### src/rtl/osd_pkg.sv
// Shared definitions for the OSD candidate selector.
//   state_t      : selector FSM states
//   cost_width() : width of an accumulated candidate cost
//   slice_lsb()  : LSB of a packed row/slot in the flat operand buses
//   DEF_*        : default code dimensions
//   DRAIN_*      : pipeline drain length after the last mask
package osd_pkg;

  typedef enum logic [1:0] {
    ST_IDLE,
    ST_EVAL,
    ST_DRAIN,
    ST_DONE
  } state_t;

  localparam int unsigned DEF_K = 8;
  localparam int unsigned DEF_M = 8;
  localparam int unsigned DEF_W = 6;

  // Two pipeline stages must empty before the final best_* is valid.
  localparam int unsigned       DRAIN_CYCLES = 2;
  localparam int unsigned       DRAIN_W      = $clog2(DRAIN_CYCLES);
  localparam logic [DRAIN_W-1:0] DRAIN_LAST  = DRAIN_W'(DRAIN_CYCLES - 1);

  // Worst case sums K+M values of W bits each.
  function automatic int unsigned cost_width(int unsigned w, int unsigned k, int unsigned m);
    return w + $clog2(k + m + 1);
  endfunction

  // Row r of p_matrix / slot r of rel_* starts at bit r*width.
  function automatic int unsigned slice_lsb(int unsigned idx, int unsigned width);
    return idx * width;
  endfunction

endpackage

### src/rtl/osd_cost_adder.sv
// Masked reliability sum with registered output.
//   clk  : rising-edge clock
//   vals : L packed W-bit values, slot i at [i*W +: W]
//   mask : selects which slots are added
//   base : value the selected slots are added onto
//   sum  : registered base + sum of selected slots (OW bits, sized to never overflow)
module osd_cost_adder
  import osd_pkg::*;
#(
  parameter int unsigned L  = 8,
  parameter int unsigned W  = 6,
  parameter int unsigned OW = 11
) (
  input  logic            clk,
  input  logic [L*W-1:0]  vals,
  input  logic [L-1:0]    mask,
  input  logic [OW-1:0]   base,
  output logic [OW-1:0]   sum
);

  logic [OW-1:0] acc;

  always_comb begin
    acc = base;
    for (int unsigned i = 0; i < L; i++) begin
      if (mask[i]) begin
        acc = acc + OW'(vals[slice_lsb(i, W) +: W]);
      end
    end
  end

  always_ff @(posedge clk) begin
    sum <= acc;
  end

endmodule

### src/rtl/osd_candidate_selector.sv
// Ordered-statistics decoding candidate selector.
// Evaluates a stream of MRB flip masks against latched operands and keeps the
// lowest-cost candidate (order-0 candidate included, ties keep the earlier one).
//   clk, rst           : clock, synchronous active-high reset
//   start              : pulse in IDLE latches operands and begins a decode
//   par_diff0          : order-0 parity discrepancy (M bits)
//   p_matrix           : K parity rows, row r at [r*M +: M]
//   rel_info, rel_par  : W-bit reliabilities, slot r at [r*W +: W]
//   mask_valid/ready   : mask stream handshake; flip_mask, mask_last payload
//   best_mask/best_cost: best candidate so far, stable after done
//   done               : one-cycle completion pulse
// An upstream mask generator hooks up with en = mask_valid & mask_ready and
// drives mask_last from its own done condition.
module osd_candidate_selector
  import osd_pkg::*;
#(
  parameter  int unsigned K  = DEF_K,
  parameter  int unsigned M  = DEF_M,
  parameter  int unsigned W  = DEF_W,
  localparam int unsigned CW = cost_width(W, K, M)
) (
  input  logic           clk,
  input  logic           rst,
  input  logic           start,
  input  logic [M-1:0]   par_diff0,
  input  logic [K*M-1:0] p_matrix,
  input  logic [K*W-1:0] rel_info,
  input  logic [M*W-1:0] rel_par,
  input  logic           mask_valid,
  output logic           mask_ready,
  input  logic [K-1:0]   flip_mask,
  input  logic           mask_last,
  output logic [K-1:0]   best_mask,
  output logic [CW-1:0]  best_cost,
  output logic           done
);

  state_t               state, state_next;
  logic [DRAIN_W-1:0]   drain_cnt;

  logic [M-1:0]         par_diff0_q;
  logic [K*M-1:0]       p_matrix_q;
  logic [K*W-1:0]       rel_info_q;
  logic [M*W-1:0]       rel_par_q;

  logic                 accept_start, xfer;
  logic                 s0_valid;
  logic [K-1:0]         s0_mask;
  logic [M-1:0]         s0_par_diff;

  logic                 s1_valid, s2_valid;
  logic [K-1:0]         s1_mask, s2_mask;
  logic [M-1:0]         s1_par_diff;
  logic [CW-1:0]        s1_info_cost, s2_cost;
  logic                 have_best;

  // FSM
  always_ff @(posedge clk) begin
    if (rst) begin
      state     <= ST_IDLE;
      drain_cnt <= '0;
    end else begin
      state     <= state_next;
      drain_cnt <= (state == ST_DRAIN) ? drain_cnt + 1'b1 : '0;
    end
  end

  always_comb begin
    state_next = state;
    mask_ready = 1'b0;
    done       = 1'b0;
    case (state)
      ST_IDLE:  if (start) state_next = ST_EVAL;
      ST_EVAL: begin
        mask_ready = 1'b1;
        if (mask_valid && mask_last) state_next = ST_DRAIN;
      end
      ST_DRAIN: if (drain_cnt == DRAIN_LAST) state_next = ST_DONE;
      ST_DONE: begin
        done       = 1'b1;
        state_next = ST_IDLE;
      end
      default:  state_next = ST_IDLE;
    endcase
  end

  assign accept_start = (state == ST_IDLE) && start;
  assign xfer         = mask_valid && mask_ready;

  // Operand capture
  always_ff @(posedge clk) begin
    if (accept_start) begin
      par_diff0_q <= par_diff0;
      p_matrix_q  <= p_matrix;
      rel_info_q  <= rel_info;
      rel_par_q   <= rel_par;
    end
  end

  // Stage-1 input. The order-0 candidate enters on the start cycle, before the
  // operand registers load: its mask is zero, so only par_diff0 needs the
  // bypass; the stale p_matrix_q/rel_info_q rows are all masked out.
  always_comb begin
    s0_valid    = accept_start || xfer;
    s0_mask     = accept_start ? '0 : flip_mask;
    s0_par_diff = accept_start ? par_diff0 : par_diff0_q;
    for (int unsigned r = 0; r < K; r++) begin
      if (s0_mask[r]) begin
        s0_par_diff = s0_par_diff ^ p_matrix_q[slice_lsb(r, M) +: M];
      end
    end
  end

  osd_cost_adder #(
    .L (K),
    .W (W),
    .OW(CW)
  ) u_info_adder (
    .clk (clk),
    .vals(rel_info_q),
    .mask(s0_mask),
    .base('0),
    .sum (s1_info_cost)
  );

  // Stage 2 adds the parity cost onto the stage-1 info cost.
  osd_cost_adder #(
    .L (M),
    .W (W),
    .OW(CW)
  ) u_par_adder (
    .clk (clk),
    .vals(rel_par_q),
    .mask(s1_par_diff),
    .base(s1_info_cost),
    .sum (s2_cost)
  );

  always_ff @(posedge clk) begin
    if (rst) begin
      s1_valid <= 1'b0;
      s2_valid <= 1'b0;
    end else begin
      s1_valid <= s0_valid;
      s2_valid <= s1_valid;
    end
  end

  always_ff @(posedge clk) begin
    s1_mask     <= s0_mask;
    s1_par_diff <= s0_par_diff;
    s2_mask     <= s1_mask;
  end

  // Best tracking. The pipeline is always empty in IDLE, so a start never
  // coincides with a stage-2 result.
  always_ff @(posedge clk) begin
    if (rst) begin
      best_mask <= '0;
      best_cost <= '1;
      have_best <= 1'b0;
    end else if (accept_start) begin
      have_best <= 1'b0;
    end else if (s2_valid) begin
      have_best <= 1'b1;
      if (!have_best || (s2_cost < best_cost)) begin
        best_mask <= s2_mask;
        best_cost <= s2_cost;
      end
    end
  end

endmodule

### config.mk
export PLATFORM = sky130hd
export DESIGN_NAME = osd_candidate_selector
export DESIGN_NICKNAME = d
export VERILOG_FILES = /design/src/rtl/osd_pkg.sv /design/src/rtl/osd_cost_adder.sv /design/src/rtl/osd_candidate_selector.sv
export SDC_FILE = /design/constraint.sdc
export NUM_CORES = 1
export LEC_CHECK = 0
export CAP_MARGIN = 20
export CORE_AREA = 4 4 166 168
export DETAILED_ROUTE_END_ITERATION = 16
export DIE_AREA = 0 0 170 172
export GPL_TIMING_DRIVEN = 0
export PLACE_DENSITY = 0.78
export SLEW_MARGIN = 40
export SYNTH_ARGS = -nofsm -noshare
export SYNTH_HDL_FRONTEND = slang
export SYNTH_SLANG_ARGS = --single-unit
export TNS_END_PERCENT = 10
### constraint.sdc
create_clock -name clk -period 42.3 [get_ports clk]
set_input_delay 8.46 -clock clk [delete_from_list [all_inputs] [get_ports clk]]
set_output_delay 8.46 -clock clk [all_outputs]
set_load 0.05 [all_outputs]
==> After elaboration in Yosys (flattened, before gate mapping) <==
Index checks and enable logic that the tools add are counted.
{ "totals": {"out_inout_bits": 21, "wordCells": 92, "reg_bits": 239, "input_bits": 181} }
{ "classes": {"order_cmp": 1, "eq_ne": 6, "n_mux": 32, "n_addsub": 16, "n_reduce_logical": 11, "bitwise_logic": 10} }
{ "ops": {"columns": ["op", "n"], "rows": [
  ["two-way mux 11 bit", 15],
  ["adder 11 x 6 -> 11 bit", 14],
  ["two-way mux 8 bit", 10],
  ["XOR 8 bit", 8],
  ["less-than comparator 11 bit", 1],
  ["one-hot mux 2 bit (4 select lines)", 1],
  ["adder 6 x 6 -> 7 bit", 1],
  ["two-way mux 2 bit", 3],
  ["two-way mux 6 bit", 1],
  ["inequality test 2 bit, second input constant", 3],
  ["AND reduction 3 bit", 2],
  ["== test 2 bit, second input constant", 2],
  ["OR reduction 2 bit", 2],
  ["logical AND 1 bit", 3],
  ["== test 2 x 1 -> 1 bit, second input constant", 1],
  ["logical NOT 2 bit", 1],
  ["logical OR 1 bit", 2],
  ["two-way mux 1 bit", 2],
  ["NOT 1 bit", 2],
  ["adder 1 bit, second input constant", 1],
  ["logical NOT 1 bit", 1]
]} }

==> Longest topological paths before layout <==
{ "logic_depth": {"depth_word": 19, "ltp_mapped": 46, "mapped_depth_nobuf": 46} }

==> Hierarchy <==
A second synthesis with hierarchy kept.
{ "unflattened": {"cells_unflattened": 1448, "hier_area_um2": 15543.7} }
{ "modules_own_cells": {"columns": ["module", "instances", "cells_per_inst", "seq_area_each_um2", "area_per_inst_um2"], "rows": [
  ["osd_candidate_selector", 1, 514, 5945.7, 7897.6],
  ["osd_cost_adder at u_info_adder", 1, 514, 220.2, 4098.9],
  ["osd_cost_adder at u_par_adder", 1, 420, 220.2, 3547.2]
]} }

==> Worst setup path before layout <==
No wires, ideal clock.
{ "synth_timing": {"kind": "input port to flip-flop", "start": "in start", "end": "reg u_info_adder.sum[9]", "stages": 30, "arrival_ns": 19.041, "required_ns": 42.165, "slack_ns": 23.124, "setup_ns": 0.135, "path_buffers": 2, "path_cell_list": "nand2_1 buf_1 clkinv_1 clkbuf_1 nor2_1 ha_1 xnor2_1 a21oi_1 nor2_1 ha_1 o21ai_0 a21oi_1 nor3_1 a21o_1 ha_1 a21boi_0 o21ai_0 o21a_1 ha_1 and2_1 o31ai_1 ha_1 a21oi_1 xnor2_1 mux2_2 ha_1 a21oi_1 or3_1 o41ai_1 o32ai_1"} }
{ "synth_between": {"elab_chain_len": 17} }
{ "synth_lines": {"columns": ["element", "line", "text"], "rows": [
  ["from (decl)", "osd_candidate_selector.sv:24", "input logic start,"],
  ["logical AND 1 bit *", "osd_candidate_selector.sv:87", "assign accept_start = (state == ST_IDLE) && start;"],
  ["via accept_start", "osd_candidate_selector.sv:46", "logic accept_start, xfer;"],
  ["two-way mux 8 bit *", "osd_candidate_selector.sv:105", "s0_mask = accept_start ? '0 : flip_mask;"],
  ["two-way mux 6 bit", "osd_cost_adder.sv:26", "if (mask[i]) begin"],
  ["adder 6 x 6 -> 7 bit", "osd_cost_adder.sv:27", "acc = acc + OW'(vals[slice_lsb(i, W) +: W]);"],
  ["two-way mux 11 bit", "osd_cost_adder.sv:26", null],
  ["adder 11 x 6 -> 11 bit", "osd_cost_adder.sv:27", null],
  ["two-way mux 11 bit", "osd_cost_adder.sv:26", null],
  ["[... 3 more ...]", null, null],
  ["two-way mux 11 bit", "osd_cost_adder.sv:26", null],
  ["adder 11 x 6 -> 11 bit", "osd_cost_adder.sv:27", null],
  ["two-way mux 11 bit", "osd_cost_adder.sv:26", null],
  ["adder 11 x 6 -> 11 bit", "osd_cost_adder.sv:27", null],
  ["two-way mux 11 bit", "osd_cost_adder.sv:26", null],
  ["adder 11 x 6 -> 11 bit", "osd_cost_adder.sv:27", null],
  ["two-way mux 11 bit *", "osd_cost_adder.sv:26", null],
  ["via u_info_adder.acc[9]", "osd_cost_adder.sv:21", "logic [OW-1:0] acc;"],
  ["to (signal assigned)", "osd_cost_adder.sv:33", "sum <= acc;"],
  ["to (decl)", "osd_cost_adder.sv:18", "output logic [OW-1:0] sum"]
]} }
The timed path passes the listed nets; every way through them passes the cells marked *.
A chain may end at the register's enable or synchronous reset.

==> Worst setup path after layout <==
{ "layout_timing": {"start": "in start", "end": "reg u_info_adder.sum[10]"} }
{ "layout_between": {"elab_chain_len": 17} }
{ "layout_lines": {"columns": ["element", "line"], "rows": [
  ["logical AND 1 bit *", "osd_candidate_selector.sv:87"],
  ["two-way mux 8 bit *", "osd_candidate_selector.sv:105"],
  ["two-way mux 6 bit", "osd_cost_adder.sv:26"],
  ["adder 6 x 6 -> 7 bit", "osd_cost_adder.sv:27"],
  ["two-way mux 11 bit", "osd_cost_adder.sv:26"],
  ["adder 11 x 6 -> 11 bit", "osd_cost_adder.sv:27"],
  ["two-way mux 11 bit", "osd_cost_adder.sv:26"],
  ["adder 11 x 6 -> 11 bit", "osd_cost_adder.sv:27"],
  ["[... 2 more ...]", null],
  ["two-way mux 11 bit", "osd_cost_adder.sv:26"],
  ["adder 11 x 6 -> 11 bit", "osd_cost_adder.sv:27"],
  ["two-way mux 11 bit", "osd_cost_adder.sv:26"],
  ["adder 11 x 6 -> 11 bit", "osd_cost_adder.sv:27"],
  ["two-way mux 11 bit", "osd_cost_adder.sv:26"],
  ["adder 11 x 6 -> 11 bit", "osd_cost_adder.sv:27"],
  ["two-way mux 11 bit *", "osd_cost_adder.sv:26"],
  ["via u_info_adder.acc[10]", "osd_cost_adder.sv:21"]
]} }
Marks and branches as above.

==> flow_metrics.py <==
metrics = {
    "timing": {
        "worst_pin_slew_ns": 0.825,
        "hold_viol": 0,
        "grt_setup_unrepaired": "false",
        "skew_ns": 0.0104,
        "min_period_ns": 17.22,
        "max_slew_margin": 0.450,
        "fin_crit_sh": 0.407,
        "finalSetupViolations": 0,
        "finalSetupTns_ns": 0,
        "clock.fmax_ghz": 0.0581,
        "drv_slew": 0,
    },
    "grt": {
        "antenna_found_initial": 1,
        "grt_pass1_vias": 10300,
        "overflow": 0,
        "grt_first_pass_wirelength_um": 50700,
        "grt.total_usage": 0.214,
        "grt_max_degree": 44,
    },
    "die": {
        "fp.dieH_um": 172,
        "dieWidth_um": 170,
        "dieArea_um2": 29200,
        "top_level_ports": 202,
        "start_util": 0.536,
        "core_um2": 25900,
        "row_count": 59,
    },
    "setup_path": {
        "path_class": "input port to flip-flop",
        "arrival_ns": 17.68,
        "rr_worst_depth": 38,
        "end_kind": "flip-flop",
        "crit_slowest_cell": "fa_1",
        "max_stage_delay_ns": 0.50,
        "path_delay_family": "compound AO/OA/AOI/OAI gates",
        "path_max_fanout": 10,
        "r2r_slack_ns": 32.80,
        "crit_path_start_kind": "input port",
        "crit-reg2reg-launch": "state[0]",
        "cp_num_buf_inv": 6,
        "worstPathRequired_ns": 42.76,
        "reg2reg_to": "u_info_adder.sum[10]",
    },
    "cts": {
        "cts_root_buf": "clkbuf_16",
        "path_clk_slew_ns": 0.06,
        "cts_setup_buffers": 0,
        "cts_resized": 0,
        "insertion_delay_ns": 0.53,
        "h-tree-depth": 1,
        "cts_made_buffers": 27,
        "max-clock-path-buffers": 3,
        "cts_tree": "yes",
        "cts_hold_buf": 0,
        "cts_sinks": 239,
    },
    "yosys": {
        "synth_flop_cell": "edfxtp_1",
        "synth_compound_area_frac": 0.125,
        "synth_fa_ha_area_frac": 0.117,
        "synthXorXnorAreaFrac": 0.0961,
        "synth.area.mux_share": 0.0526,
        "yosysSeqAreaShare": 0.460,
        "ys_warn_count": 0,
        "async_reset_ff_frac": 0,
        "syn-mean-instance-area_um2": 10.7,
        "ys_ff_latch": 239,
        "synth_top_family_by_area": "compound AO/OA/AOI/OAI gates",
        "synth_cell_types": 73,
        "syn_inst": 1294,
        "yosys.area_share.simple": 0.118,
        "synth_nets": 1596,
        "synth_area_um2": 13900,
        "synth_edf_count": 160,
    },
    "placement": {
        "portBuffers": 200,
        "place.gp.congestion": 0.896,
        "place_area_um2": 16400,
        "dp_hpwl_um": 24600,
    },
    "min_path": {
        "hold_end": "s2_mask[1]",
        "holdPathStages": 0,
        "hold_class": "flip-flop to flip-flop",
        "worstHoldStart": "s1_mask[1]",
    },
    "route": {
        "wl_um": 31700,
        "antenna_left": 0,
        "dr.first_iter.drc_count": 562,
        "vias": 10100,
        "drc_errors": 0,
        "avgViaCountPerCell": 5.38,
        "wl_per_cell_um": 16.8,
        "drtPass1Iterations": 5,
    },
    "layout": {
        "final_common_cell": "clkdlybuf4s50_1",
        "final_cell_mix": "200 x clkdlybuf4s50_1, 160 x edfxtp_1, 148 x nand2_1",
        "syn2layout_area_growth_pct": 24.8,
        "fin_area_um2": 17300,
        "nets": 1829,
        "drive_gt1_frac": 0.0717,
    },
    "job": {
        "max_cap_viol_count": 0,
    },
    "outcome": {
        "status": "finished clean",
    },
}
-- synth_stat cells (21+ instances only) --
library cell,count,area share
xor2_1,44,0.028
nand2_1,148,0.040
ha_1,106,0.096
a21oi_1,78,0.028
o21a_1,26,0.014
xnor2_1,82,0.052
edfxtp_1,160,0.35
dfxtp_1,79,0.11
o21ai_0,66,0.024
a21o_1,31,0.017
mux2_2,39,0.032
mux2i_1,29,0.021
inv_1,82,0.022
nor2_1,82,0.022
nand2b_1,21,0.0095
clkbuf_1,21,0.0057
-- worst max path at each step --
stage,startpoint,to,slack [ns],cells past startpoint
global placement,start,u_info_adder.sum[9],19.60,31
finish,start,u_info_adder.sum[10],25.08,37
CTS,start,u_info_adder.sum[9],25.16,36
detailed placement,start,u_info_adder.sum[9],24.70,36
floorplan,start,u_info_adder.sum[9],23.12,30
global route,start,u_info_adder.sum[8],24.41,39
-- layout make-up --
class / instances / area [µm²]
diodes: 2 / 5.00
flip-flops and latches: 239 / 6390
fillers: 1935 / 8590
repair buffers: 204 / 2080
well taps: 335 / 419
plain buffers: 30 / 128
inverters: 84 / 315
clock inverters: 12 / 105
clock buffers: 38 / 831
multi-input cells: 941 / 7050
-- per-layer routing --
layer  up-vias  track usage  wire [µm]
li1       5064            -          -
met1      4767        0.264      13300
met2       253        0.391      15800
met3        64       0.0293       1480
met4         0       0.0684       1100
met5         -            0          0
-- cells by family after synthesis --
logic type | Yosys count
simple gates | 345
mux | 68
xor+xnor | 136
buf+inv | 114
flops | 239
compound gates | 271
fa+ha+maj | 121
-- registers in the layout, summed over array words and instances (netlist names), 11 cells and up --
name              count
rel_par_q            48
rel_info_q           48
best_cost            11
u_info_adder.sum     11
p_matrix_q           64
u_par_adder.sum      11
-- through the flow --
stage | util | hold slack [ns] | instances | setup WS (ns)
2_1_floorplan | - | 0.310 | 1294 | 23.12
3_3_place_gp | 0.629 | 0.311 | 1829 | 19.60
3_5_place_dp | 0.632 | 0.312 | 1833 | 24.70
4_1_cts | 0.668 | 0.324 | 1883 | 25.16
5_1_grt | 0.669 | 0.337 | 1885 | 24.41
6_report | 0.669 | 0.325 | 1885 | 25.08
-- worst register-to-register path, delay by kind of cell, from the launching register on --
family / cells / cell delay [ns]
fa+ha+maj: 8 / 2.58
flops: 1 / 0.36
buf+inv: 6 / 1.47
mux: 1 / 0.20
xor+xnor: 2 / 0.32
simple gates: 11 / 1.90
compound gates: 10 / 2.59
Power is not shown: default switching activity piles up to over one toggle a cycle in this logic, so the estimate is an artifact.
